### config.mk
export PLATFORM = sky130hd
export DESIGN_NAME = alu_exec_sequencer_flat
export DESIGN_NICKNAME = d
export VERILOG_FILES = /design/src/rtl/alu_exec_sequencer_if.sv /design/src/rtl/alu_exec_sequencer.sv /design/src/flat_wrapper.sv
export SDC_FILE = /design/constraint.sdc
export NUM_CORES = 1
export LEC_CHECK = 0
export CAP_MARGIN = 30
export CORE_ASPECT_RATIO = 1.5
export CORE_MARGIN = 2
export CORE_UTILIZATION = 45
export DETAILED_ROUTE_END_ITERATION = 8
export PLACE_DENSITY = 0.8
export SLEW_MARGIN = 5
export SYNTH_ARGS = -nofsm -noshare
export SYNTH_HDL_FRONTEND = slang
export SYNTH_SLANG_ARGS = --single-unit
### constraint.sdc
create_clock -name clk -period 3.1 [get_ports clk]
set_input_delay 0.62 -clock clk [delete_from_list [all_inputs] [get_ports clk]]
set_output_delay 0.62 -clock clk [all_outputs]
set_load 0.005 [all_outputs]
### src/rtl/alu_exec_sequencer_if.sv
// Signal bundle linking the execute sequencer to the decoder, the ALU,
// the load write-back requester and the register-file write port.
interface alu_exec_sequencer_if;
  logic        in_valid;
  logic        in_ready;
  logic [4:0]  in_op;
  logic [31:0] in_v1;
  logic [31:0] in_v2;
  logic        in_wb_flag;
  logic [7:0]  in_wb_code;
  logic [4:0]  alu_op;
  logic [31:0] alu_v1;
  logic [31:0] alu_v2;
  logic [31:0] alu_result;
  logic        mem_wb_valid;
  logic [7:0]  mem_wb_code;
  logic [31:0] mem_wb_data;
  logic        mem_wb_ready;
  logic        rf_we;
  logic [7:0]  rf_waddr;
  logic [31:0] rf_wdata;
  logic        busy;

  modport slave (
    input  in_valid, in_op, in_v1, in_v2, in_wb_flag, in_wb_code,
    input  alu_result, mem_wb_valid, mem_wb_code, mem_wb_data,
    output in_ready, alu_op, alu_v1, alu_v2, mem_wb_ready,
    output rf_we, rf_waddr, rf_wdata, busy
  );

  modport master (
    output in_valid, in_op, in_v1, in_v2, in_wb_flag, in_wb_code,
    output alu_result, mem_wb_valid, mem_wb_code, mem_wb_data,
    input  in_ready, alu_op, alu_v1, alu_v2, mem_wb_ready,
    input  rf_we, rf_waddr, rf_wdata, busy
  );
endinterface

### src/rtl/alu_exec_sequencer.sv
// Execute-stage sequencer: holds one decoded op on the ALU for its latency,
// then arbitrates its write-back against load write-backs with bounded deferral.
module alu_exec_sequencer #(
  parameter int unsigned LAT_MUL   = 4,
  parameter int unsigned LAT_DIV   = 16,
  parameter int unsigned MAX_DEFER = 3
) (
  input logic                 clk,
  input logic                 reset,
  alu_exec_sequencer_if.slave bus
);

  typedef enum logic [1:0] {IDLE = 2'd0, EXEC = 2'd1, WB = 2'd2} state_e;

  localparam logic [7:0] MUL_CNT     = 8'(LAT_MUL - 1);
  localparam logic [7:0] DIV_CNT     = 8'(LAT_DIV - 1);
  localparam logic [3:0] DEFER_LIMIT = 4'(MAX_DEFER);

  state_e      state_q, state_d;
  logic [7:0]  counter_q, counter_d;
  logic [3:0]  deferCnt_q, deferCnt_d;
  logic [4:0]  op_q, op_d;
  logic [31:0] v1_q, v1_d;
  logic [31:0] v2_q, v2_d;
  logic [31:0] res_q, res_d;
  logic        wbFlag_q, wbFlag_d;
  logic [7:0]  wbCode_q, wbCode_d;
  logic        rfWe_q, rfWe_d;
  logic [7:0]  rfWaddr_q, rfWaddr_d;
  logic [31:0] rfWdata_q, rfWdata_d;
  logic        memReady;
  logic        aluGrant;
  logic [7:0]  startCnt;

  always_comb begin
    unique case (bus.in_op)
      5'b00011:          startCnt = MUL_CNT;
      5'b00100, 5'b00101: startCnt = DIV_CNT;
      default:           startCnt = 8'd0;
    endcase
  end

  always_comb begin
    state_d    = state_q;
    counter_d  = counter_q;
    deferCnt_d = deferCnt_q;
    op_d       = op_q;
    v1_d       = v1_q;
    v2_d       = v2_q;
    res_d      = res_q;
    wbFlag_d   = wbFlag_q;
    wbCode_d   = wbCode_q;
    rfWe_d     = 1'b0;
    rfWaddr_d  = rfWaddr_q;
    rfWdata_d  = rfWdata_q;
    memReady   = 1'b1;
    aluGrant   = 1'b0;

    unique case (state_q)
      IDLE: begin
        if (bus.in_valid) begin
          op_d     = bus.in_op;
          v1_d     = bus.in_v1;
          v2_d     = bus.in_v2;
          wbFlag_d = bus.in_wb_flag;
          wbCode_d = bus.in_wb_code;
          if (bus.in_op != 5'd0) begin
            counter_d = startCnt;
            state_d   = EXEC;
          end
        end
      end
      EXEC: begin
        if (counter_q == 8'd0) begin
          res_d   = bus.alu_result;
          state_d = wbFlag_q ? WB : IDLE;
        end else begin
          counter_d = counter_q - 8'd1;
        end
      end
      WB: begin
        // Loads win until they have starved the pending ALU result DEFER_LIMIT times.
        if (bus.mem_wb_valid && (deferCnt_q < DEFER_LIMIT)) begin
          deferCnt_d = deferCnt_q + 4'd1;
        end else begin
          memReady   = 1'b0;
          aluGrant   = 1'b1;
          deferCnt_d = 4'd0;
          state_d    = IDLE;
        end
      end
      default: state_d = IDLE;
    endcase

    if (bus.mem_wb_valid && memReady) begin
      rfWe_d    = 1'b1;
      rfWaddr_d = bus.mem_wb_code;
      rfWdata_d = bus.mem_wb_data;
    end else if (aluGrant) begin
      rfWe_d    = 1'b1;
      rfWaddr_d = wbCode_q;
      rfWdata_d = res_q;
    end
  end

  always_ff @(posedge clk) begin
    if (reset) begin
      state_q    <= IDLE;
      counter_q  <= 8'd0;
      deferCnt_q <= 4'd0;
      op_q       <= 5'd0;
      v1_q       <= 32'd0;
      v2_q       <= 32'd0;
      res_q      <= 32'd0;
      wbFlag_q   <= 1'b0;
      wbCode_q   <= 8'd0;
      rfWe_q     <= 1'b0;
      rfWaddr_q  <= 8'd0;
      rfWdata_q  <= 32'd0;
    end else begin
      state_q    <= state_d;
      counter_q  <= counter_d;
      deferCnt_q <= deferCnt_d;
      op_q       <= op_d;
      v1_q       <= v1_d;
      v2_q       <= v2_d;
      res_q      <= res_d;
      wbFlag_q   <= wbFlag_d;
      wbCode_q   <= wbCode_d;
      rfWe_q     <= rfWe_d;
      rfWaddr_q  <= rfWaddr_d;
      rfWdata_q  <= rfWdata_d;
    end
  end

  assign bus.in_ready     = (state_q == IDLE);
  assign bus.busy         = (state_q != IDLE);
  assign bus.mem_wb_ready = memReady;
  assign bus.alu_op       = (state_q == EXEC) ? op_q : 5'd0;
  assign bus.alu_v1       = (state_q == EXEC) ? v1_q : 32'd0;
  assign bus.alu_v2       = (state_q == EXEC) ? v2_q : 32'd0;
  assign bus.rf_we        = rfWe_q;
  assign bus.rf_waddr     = rfWaddr_q;
  assign bus.rf_wdata     = rfWdata_q;

endmodule

### src/flat_wrapper.sv
// flat-port wrapper written by rule: the top's interface ports become plain ports
module alu_exec_sequencer_flat 
#(
  parameter int unsigned LAT_MUL   = 4,
  parameter int unsigned LAT_DIV   = 16,
  parameter int unsigned MAX_DEFER = 3
)
  (clk, reset, bus_in_valid, bus_in_op, bus_in_v1, bus_in_v2, bus_in_wb_flag, bus_in_wb_code, bus_alu_result, bus_mem_wb_valid, bus_mem_wb_code, bus_mem_wb_data, bus_in_ready, bus_alu_op, bus_alu_v1, bus_alu_v2, bus_mem_wb_ready, bus_rf_we, bus_rf_waddr, bus_rf_wdata, bus_busy);
  alu_exec_sequencer_if bus_i ();
  input logic clk;
  input logic reset;
  input wire logic [$bits(bus_i.in_valid)-1:0] bus_in_valid;
  input wire logic [$bits(bus_i.in_op)-1:0] bus_in_op;
  input wire logic [$bits(bus_i.in_v1)-1:0] bus_in_v1;
  input wire logic [$bits(bus_i.in_v2)-1:0] bus_in_v2;
  input wire logic [$bits(bus_i.in_wb_flag)-1:0] bus_in_wb_flag;
  input wire logic [$bits(bus_i.in_wb_code)-1:0] bus_in_wb_code;
  input wire logic [$bits(bus_i.alu_result)-1:0] bus_alu_result;
  input wire logic [$bits(bus_i.mem_wb_valid)-1:0] bus_mem_wb_valid;
  input wire logic [$bits(bus_i.mem_wb_code)-1:0] bus_mem_wb_code;
  input wire logic [$bits(bus_i.mem_wb_data)-1:0] bus_mem_wb_data;
  output wire logic [$bits(bus_i.in_ready)-1:0] bus_in_ready;
  output wire logic [$bits(bus_i.alu_op)-1:0] bus_alu_op;
  output wire logic [$bits(bus_i.alu_v1)-1:0] bus_alu_v1;
  output wire logic [$bits(bus_i.alu_v2)-1:0] bus_alu_v2;
  output wire logic [$bits(bus_i.mem_wb_ready)-1:0] bus_mem_wb_ready;
  output wire logic [$bits(bus_i.rf_we)-1:0] bus_rf_we;
  output wire logic [$bits(bus_i.rf_waddr)-1:0] bus_rf_waddr;
  output wire logic [$bits(bus_i.rf_wdata)-1:0] bus_rf_wdata;
  output wire logic [$bits(bus_i.busy)-1:0] bus_busy;
  assign bus_i.in_valid = bus_in_valid;
  assign bus_i.in_op = bus_in_op;
  assign bus_i.in_v1 = bus_in_v1;
  assign bus_i.in_v2 = bus_in_v2;
  assign bus_i.in_wb_flag = bus_in_wb_flag;
  assign bus_i.in_wb_code = bus_in_wb_code;
  assign bus_i.alu_result = bus_alu_result;
  assign bus_i.mem_wb_valid = bus_mem_wb_valid;
  assign bus_i.mem_wb_code = bus_mem_wb_code;
  assign bus_i.mem_wb_data = bus_mem_wb_data;
  assign bus_in_ready = bus_i.in_ready;
  assign bus_alu_op = bus_i.alu_op;
  assign bus_alu_v1 = bus_i.alu_v1;
  assign bus_alu_v2 = bus_i.alu_v2;
  assign bus_mem_wb_ready = bus_i.mem_wb_ready;
  assign bus_rf_we = bus_i.rf_we;
  assign bus_rf_waddr = bus_i.rf_waddr;
  assign bus_rf_wdata = bus_i.rf_wdata;
  assign bus_busy = bus_i.busy;
  alu_exec_sequencer #(.LAT_MUL(LAT_MUL), .LAT_DIV(LAT_DIV), .MAX_DEFER(MAX_DEFER)) u_core (.clk(clk), .reset(reset), .bus(bus_i));
endmodule
==> summary.txt, run 1 <==
first drt pass iteration count: 4
Layout area overhead: 51.1%
Die ar.: 15900 µm²
Cells after DPL: 1239
Max-slew headroom: 36.0%
num rows: 54
leading register cell type out of synthesis: dfxtp_1
GRT overflow: 0
vias in the first global route: 6143
asr flop ratio synth: 0%
Tightest Hold Check Type: reg -> reg
Worst setup EP type: output pin
mean number of vias per cell: 4.98
Die Ht: 153 µm
status: complete, no violations
Yosys cell types: 43
DR vias: 6334
Max Cap Viol: 0
CTS resizes: 0
Synthesized Nets: 981
Register-to-Register Path Depth: 5
Core Area: 14500 µm²
Seq cells post-synth: 165
CTS Sinks: 165
CTS Buf Count: 17
Hold Crit Depth: 2
post-route ant nets: 0
max-slew violations: 0
first-pass GRT wire length: 30200 µm
post-synthesis mux area share: 6.66%
Setup TNS: 0 ns
Post-route DRC: 0
Post-Route WL: 18600 µm
# IOs: 267
Hold Startpoint: u_core.v2_q[24]
Starting Density: 46.0%
Total Power: 5.56 mW
crit-path max FO: 4
wire length per cell: 14.6 µm
Fin. Hold Viols: 0
Worst Setup Start Kind: input port
Setup Skew: 0.0157 ns
r2r endpoint: u_core.bus.rf_wdata[0]
final net count: 1220
share of cells above drive strength 1: 5.58%
RSZ-0062 raised after global routing: no
Layout Utilization: 69.5%
XOR/XNOR Fraction of Synth Area: 0%
CTS tree: yes
Compound-Gate Fraction of Synth Area: 14.0%
# setup viols final: 0
Mapped Cells: 824
Total GRT Usage: 23.2%
WP data arrival: 2.32 ns
Synthesis Warnings: 0
CTS root buffer: clkbuf_16
synthesized cell area: 6690 µm²
number of synthesized flops with an enable pin: 0
CP required: 2.48 ns
worst slew pin tran: 0.935 ns
H-Tree Depth: 4
fin crit share: 94.8%
clk buf depth: 2
R2R Setup Slk: 0.94 ns
clk_lat worst skew: 0.42 ns
min Tclk post-route: 2.94 ns
# diodes: 0
routability cong.: 0.794
HPWL Detailed: 12600 µm
Die W: 104 µm
fillers: 1169
clk slew on worst S/H paths: 0.06 ns
input/output buffers: 266
leakage: 3.84 nW
VDD IR max: 0.000333 V
adder-cell share of the synthesized area: 0.561%
number of DRC markers in iteration 0: 216
critical path class: in -> out
worst r2r src: u_core.state_q[1]
Synth Area in Simple Gates: 25.0%
syn_area_per_cell: 8.11 µm²
Max Fclk: 340 MHz
PwrDens: 550 nW/µm²
register area share after synthesis: 49.4%
largest net degree at the start of global routing: 79
initial antenna violation count: 1
Non-Filler Instances: 1272
Worst Hold End: u_core.v2_q[24]
main combinational cell family by area after synthesis: simple AND/OR/NAND/NOR gates
==> report_power, final <==
group          internal, mW  switching (mW)
registers              2.30          0.0888
logic                 0.542           0.526
clock network          1.18           0.922
total                  4.02            1.54
==> synth_stat cells (4+ instances only) <==
master      n  area share, %
a211oi_1    5           0.56
a21oi_1   114            8.5
and2_1     72            6.7
buf_2       8           0.60
buf_6       4           0.67
clkbuf_1   45            2.5
dfxtp_1   165             49
inv_1       6           0.34
mux2_1      4           0.67
mux2i_1    40            6.0
nand2_1   263             15
nand2b_1    4           0.37
nor2_1      8           0.45
nor3_1      6           0.45
nor3b_1     5           0.56
o21ai_0    34            2.5
o21ai_1     6           0.45
==> metal layers <==
layer  vias to the layer above  track usage, %  routed length, µm  share of wire [%]
met5                         -               0                  0                  0
met4                         0            9.91                497                2.7
met3                        33            7.16               1280                6.9
met2                       218            40.5               9360                 50
met1                      2890            26.2               7420                 40
li1                       3193               -                  -                  -
==> cell families (layout without fill, tap and decap cells) <==
| logic type | Yosys count | in the layout |
|---|---|---|
| AO/OA/AOI/OAI | 174 | 174 |
| adder cells (fa/ha/maj) | 3 | 3 |
| buffers and inverters | 66 | 318 |
| flip-flops | 165 | 165 |
| multiplexers | 44 | 44 |
| AND/OR/NAND/NOR | 372 | 372 |
==> cells in the final DEF (no fill, tap or decap), types with 2 or more instances in the layout <==
master           instances
ha_1                     3
inv_6                    3
or4_1                    2
inv_8                    2
o32ai_1                  2
mux2i_1                 40
buf_12                   4
nor3b_1                  4
nor2_1                   8
clkbuf_16               17
inv_1                    6
mux2_1                   4
clkinv_4                 4
nand2b_1                 4
nor3_1                   5
dfxtp_1                165
and2_1                  72
a22oi_1                  2
clkbuf_8                 2
a21oi_1                114
o21ai_1                  6
buf_4                   11
clkdlybuf4s50_1        265
a211oi_1                 5
nand2_1                262
a31oi_1                  2
o21ai_0                 34
==> critical path, cell delays in order <==
cell,delay [ns]
clkdlybuf4s50_1,0.56
or4b_1,0.54
nand2_1,0.09
clkdlybuf4s50_1,0.51
==> sequential cells by signal, summed over array words and instances, names as in the netlist, 2 cells and up <==
| name | count |
|---|---|
| u_core.counter_q | 8 |
| u_core.op_q | 5 |
| u_core.res_q | 32 |
| u_core.bus.rf_waddr | 8 |
| u_core.bus.rf_wdata | 32 |
| u_core.wbCode_q | 8 |
| u_core.v1_q | 32 |
| u_core.v2_q | 32 |
| u_core.deferCnt_q | 4 |
| u_core.state_q | 2 |
==> metrics by stage <==
stage	worst slack (ns)	hold WS [ns]	instance area (µm²)
5_1_grt	0.114	0.466	10100
2_1_floorplan	1.10	0.421	6690
3_5_place_dp	0.211	0.441	9500
3_3_place_gp	0.218	0.432	9500
4_1_cts	0.0856	0.451	10100
6_report	0.163	0.448	10100
==> what timing repair did <==
item,in CTS,in global routing
endpoints found under the hold margin,0,0
buffers inserted,0,1
endpoints found under the setup margin,0,19
hold buffers,0,0
==> final cells by class <==
class / count / area [µm²] / share of cell area [%]
Timing Repair Buffer: 280 / 2820 / 27.9
Multi-Input combinational cell: 593 / 3120 / 30.9
Sequential cell: 165 / 3300 / 32.7
Tap cell: 196 / 245 / 2.43
Clock buffer: 19 / 453 / 4.48
Inverter: 6 / 22.5 / 0.223
Clock inverter: 13 / 143 / 1.41
==> worst max-delay path by stage <==
stage | from | to | slack (ns) | cells past startpoint
finish | bus_mem_wb_valid | bus_mem_wb_ready | 0.16 | 4
global route | bus_mem_wb_valid | bus_mem_wb_ready | 0.11 | 4
CTS | u_core.state_q[0] | bus_alu_v1[7] | 0.09 | 4
detailed placement | bus_mem_wb_valid | bus_mem_wb_ready | 0.21 | 4
global placement | bus_mem_wb_valid | bus_mem_wb_ready | 0.22 | 4
floorplan | bus_in_op[4] | u_core.counter_q[5] | 1.10 | 4
Power figures use the tool's default switching activity.
==> inputs of run 2 (changes only) <==
==> constraint.sdc (replaced) <==
create_clock -name clk -period 3.6 [get_ports clk]
set_input_delay 0.72 -clock clk [delete_from_list [all_inputs] [get_ports clk]]
set_output_delay 0.72 -clock clk [all_outputs]
set_load 0.005 [all_outputs]
==> run 2 against run 1 <==
Sequential share of layout area increased by 0.15 points; cell count about the same; sequential cell count unchanged; sequential power decreased by 14%; critical path type unchanged; design area decreased by 0.45%.
==> summary.txt, run 2 (synthesis results as in run 1) <==
Tightest Hold Check Type: reg -> reg
met1 Use GR: 27.0%
first drt pass iteration count: 5
CTS root buffer: clkbuf_16
commonest non-fill, non-tap cell in the layout: clkdlybuf4s50_1
CP cell instances: clkdlybuf4s50_1, or4b_1, nand2_1, clkdlybuf4s50_1
num rows: 54
commonest non-fill, non-tap cells in the layout: clkdlybuf4s50_1 (265), nand2_1 (262), dfxtp_1 (165)
Fin. Hold Viols: 0
DR vias: 6264
met3 Use GR: 7.08%
RSZ-0062 raised after global routing: no
global-route met2 utilization: 40.4%
# diodes: 0
Hold Startpoint: u_core.bus.rf_wdata[12]
VDD IR max: 0.000376 V
fillers: 1224
Total Power: 4.77 mW
NetSw: 1.33 mW
# setup viols final: 0
Layout area overhead: 50.4%
Sw Ratio: 27.9%
r2r endpoint: u_core.bus.rf_waddr[2]
Worst Setup Start Kind: input port
CTS resizes: 0
Worst Hold End: u_core.bus.rf_wdata[12]
Die W: 104 µm
CP max stage delay: 0.55 ns
CP required: 2.88 ns
worst slew pin tran: 0.762 ns
Die ar.: 15900 µm²
PwrDens: 474 nW/µm²
Cells after DPL: 1241
crit-path max FO: 4
clk_lat worst skew: 0.41 ns
Setup Skew: 0.0105 ns
mean number of vias per cell: 4.92
Comb pwr share: 19.1%
clk buf depth: 2
Starting Density: 46.0%
Setup TNS: 0 ns
buffer and inverter count on the worst path: 2
number of DRC markers in iteration 0: 197
status: complete, no violations
first-pass GRT wire length: 30000 µm
Core Area: 14500 µm²
Die Ht: 153 µm
most used cell, CP: clkdlybuf4s50_1
Non-Filler Instances: 1273
final net count: 1221
wire length per cell: 14.6 µm
initial antenna violation count: 0
critical path class: in -> out
Register-to-Register Path Depth: 5
global routing's busiest layer: met2
share of cells above drive strength 1: 5.57%
Top delay family on crit path: buffers and inverters
final instance area: 10100 µm²
CP max-delay cell: clkdlybuf4s50_1
Cell Area, Placed: 9470 µm²
area occupied by registers: 3300 µm²
Max-slew headroom: 47.9%
Post-route DRC: 0
largest net degree at the start of global routing: 53
area occupied by multi-input gates: 3120 µm²
CTS tree: yes
max-slew violations: 0
CTS Sinks: 165
WP data arrival: 2.41 ns
worst r2r src: u_core.state_q[1]
fin crit share: 86.9%
Worst setup EP type: output pin
R2R Setup Slk: 1.32 ns
clk slew on worst S/H paths: 0.07 ns
post-route ant nets: 0
Seq pwr share: 43.2%
GRT overflow: 0
min Tclk post-route: 3.13 ns
vias in the first global route: 6107
# IOs: 267
Clk network pwr share: 37.7%
Hold Crit Depth: 2
setup bufs post-CTS: 0
Power Internal: 3.44 mW
Layout Utilization: 69.2%
HPWL Detailed: 12600 µm
input/output buffers: 266
Post-Route WL: 18600 µm
leakage: 3.82 nW
Max Fclk: 319 MHz
H-Tree Depth: 4
CTS Buf Count: 17
Total GRT Usage: 23.0%
routability cong.: 0.797
Post-CTS Hold Fix Bufs: 0
Max Cap Viol: 0
## run 2: layout make-up
cell class              count  share of cell area [%]
well taps                 196                    2.44
clock inverters            13                    1.37
multi-input cells         593                    31.0
flip-flops and latches    165                    32.9
inverters                   6                   0.224
clock buffers              19                    4.41
repair buffers            281                    27.7
## run 2: routing by layer
metal  vias to the layer above  part of all wire (%)
li1                       3178                     -
met1                      2878                    42
met2                       190                    51
met3                        18                   6.1
met4                         0                   1.8
met5                         -                     0
## run 2: power by group through the flow
stage | Combinational (mW) | Clock, mW | Sequential, mW
floorplan | 0.527 | 0 | 2.08
detailed placement | 0.916 | 0 | 2.10
CTS | 0.922 | 1.84 | 2.06
global placement | 0.899 | 0 | 2.09
global route | 1.01 | 1.92 | 2.08
finish | 0.911 | 1.80 | 2.06
## run 2: worst register-to-register path, cell delays in order, from the launching register on
cell     delay [ns]
dfxtp_1        0.49
nor2b_1        0.42
a21bo_2        0.66
buf_12         0.28
mux2i_1        0.22
o21ai_1        0.09
## run 2: stage by stage
stage / hold slack (ns) / setup slack (ns)
after floorplan: 0.421 / 1.50
after global placement: 0.432 / 0.520
after detailed placement: 0.439 / 0.493
after CTS: 0.449 / 0.485
after global routing: 0.465 / 0.426
final: 0.447 / 0.470
## run 2: how the worst max path moves through the flow
stage / slack, ns / to / cells after the start / from
4_1_cts: 0.49 / bus_mem_wb_ready / 4 / bus_mem_wb_valid
6_report: 0.47 / bus_mem_wb_ready / 4 / bus_mem_wb_valid
2_1_floorplan: 1.50 / u_core.counter_q[5] / 4 / bus_in_op[4]
5_1_grt: 0.43 / bus_mem_wb_ready / 4 / bus_mem_wb_valid
3_5_place_dp: 0.49 / bus_mem_wb_ready / 4 / bus_mem_wb_valid
3_3_place_gp: 0.52 / bus_mem_wb_ready / 4 / bus_mem_wb_valid
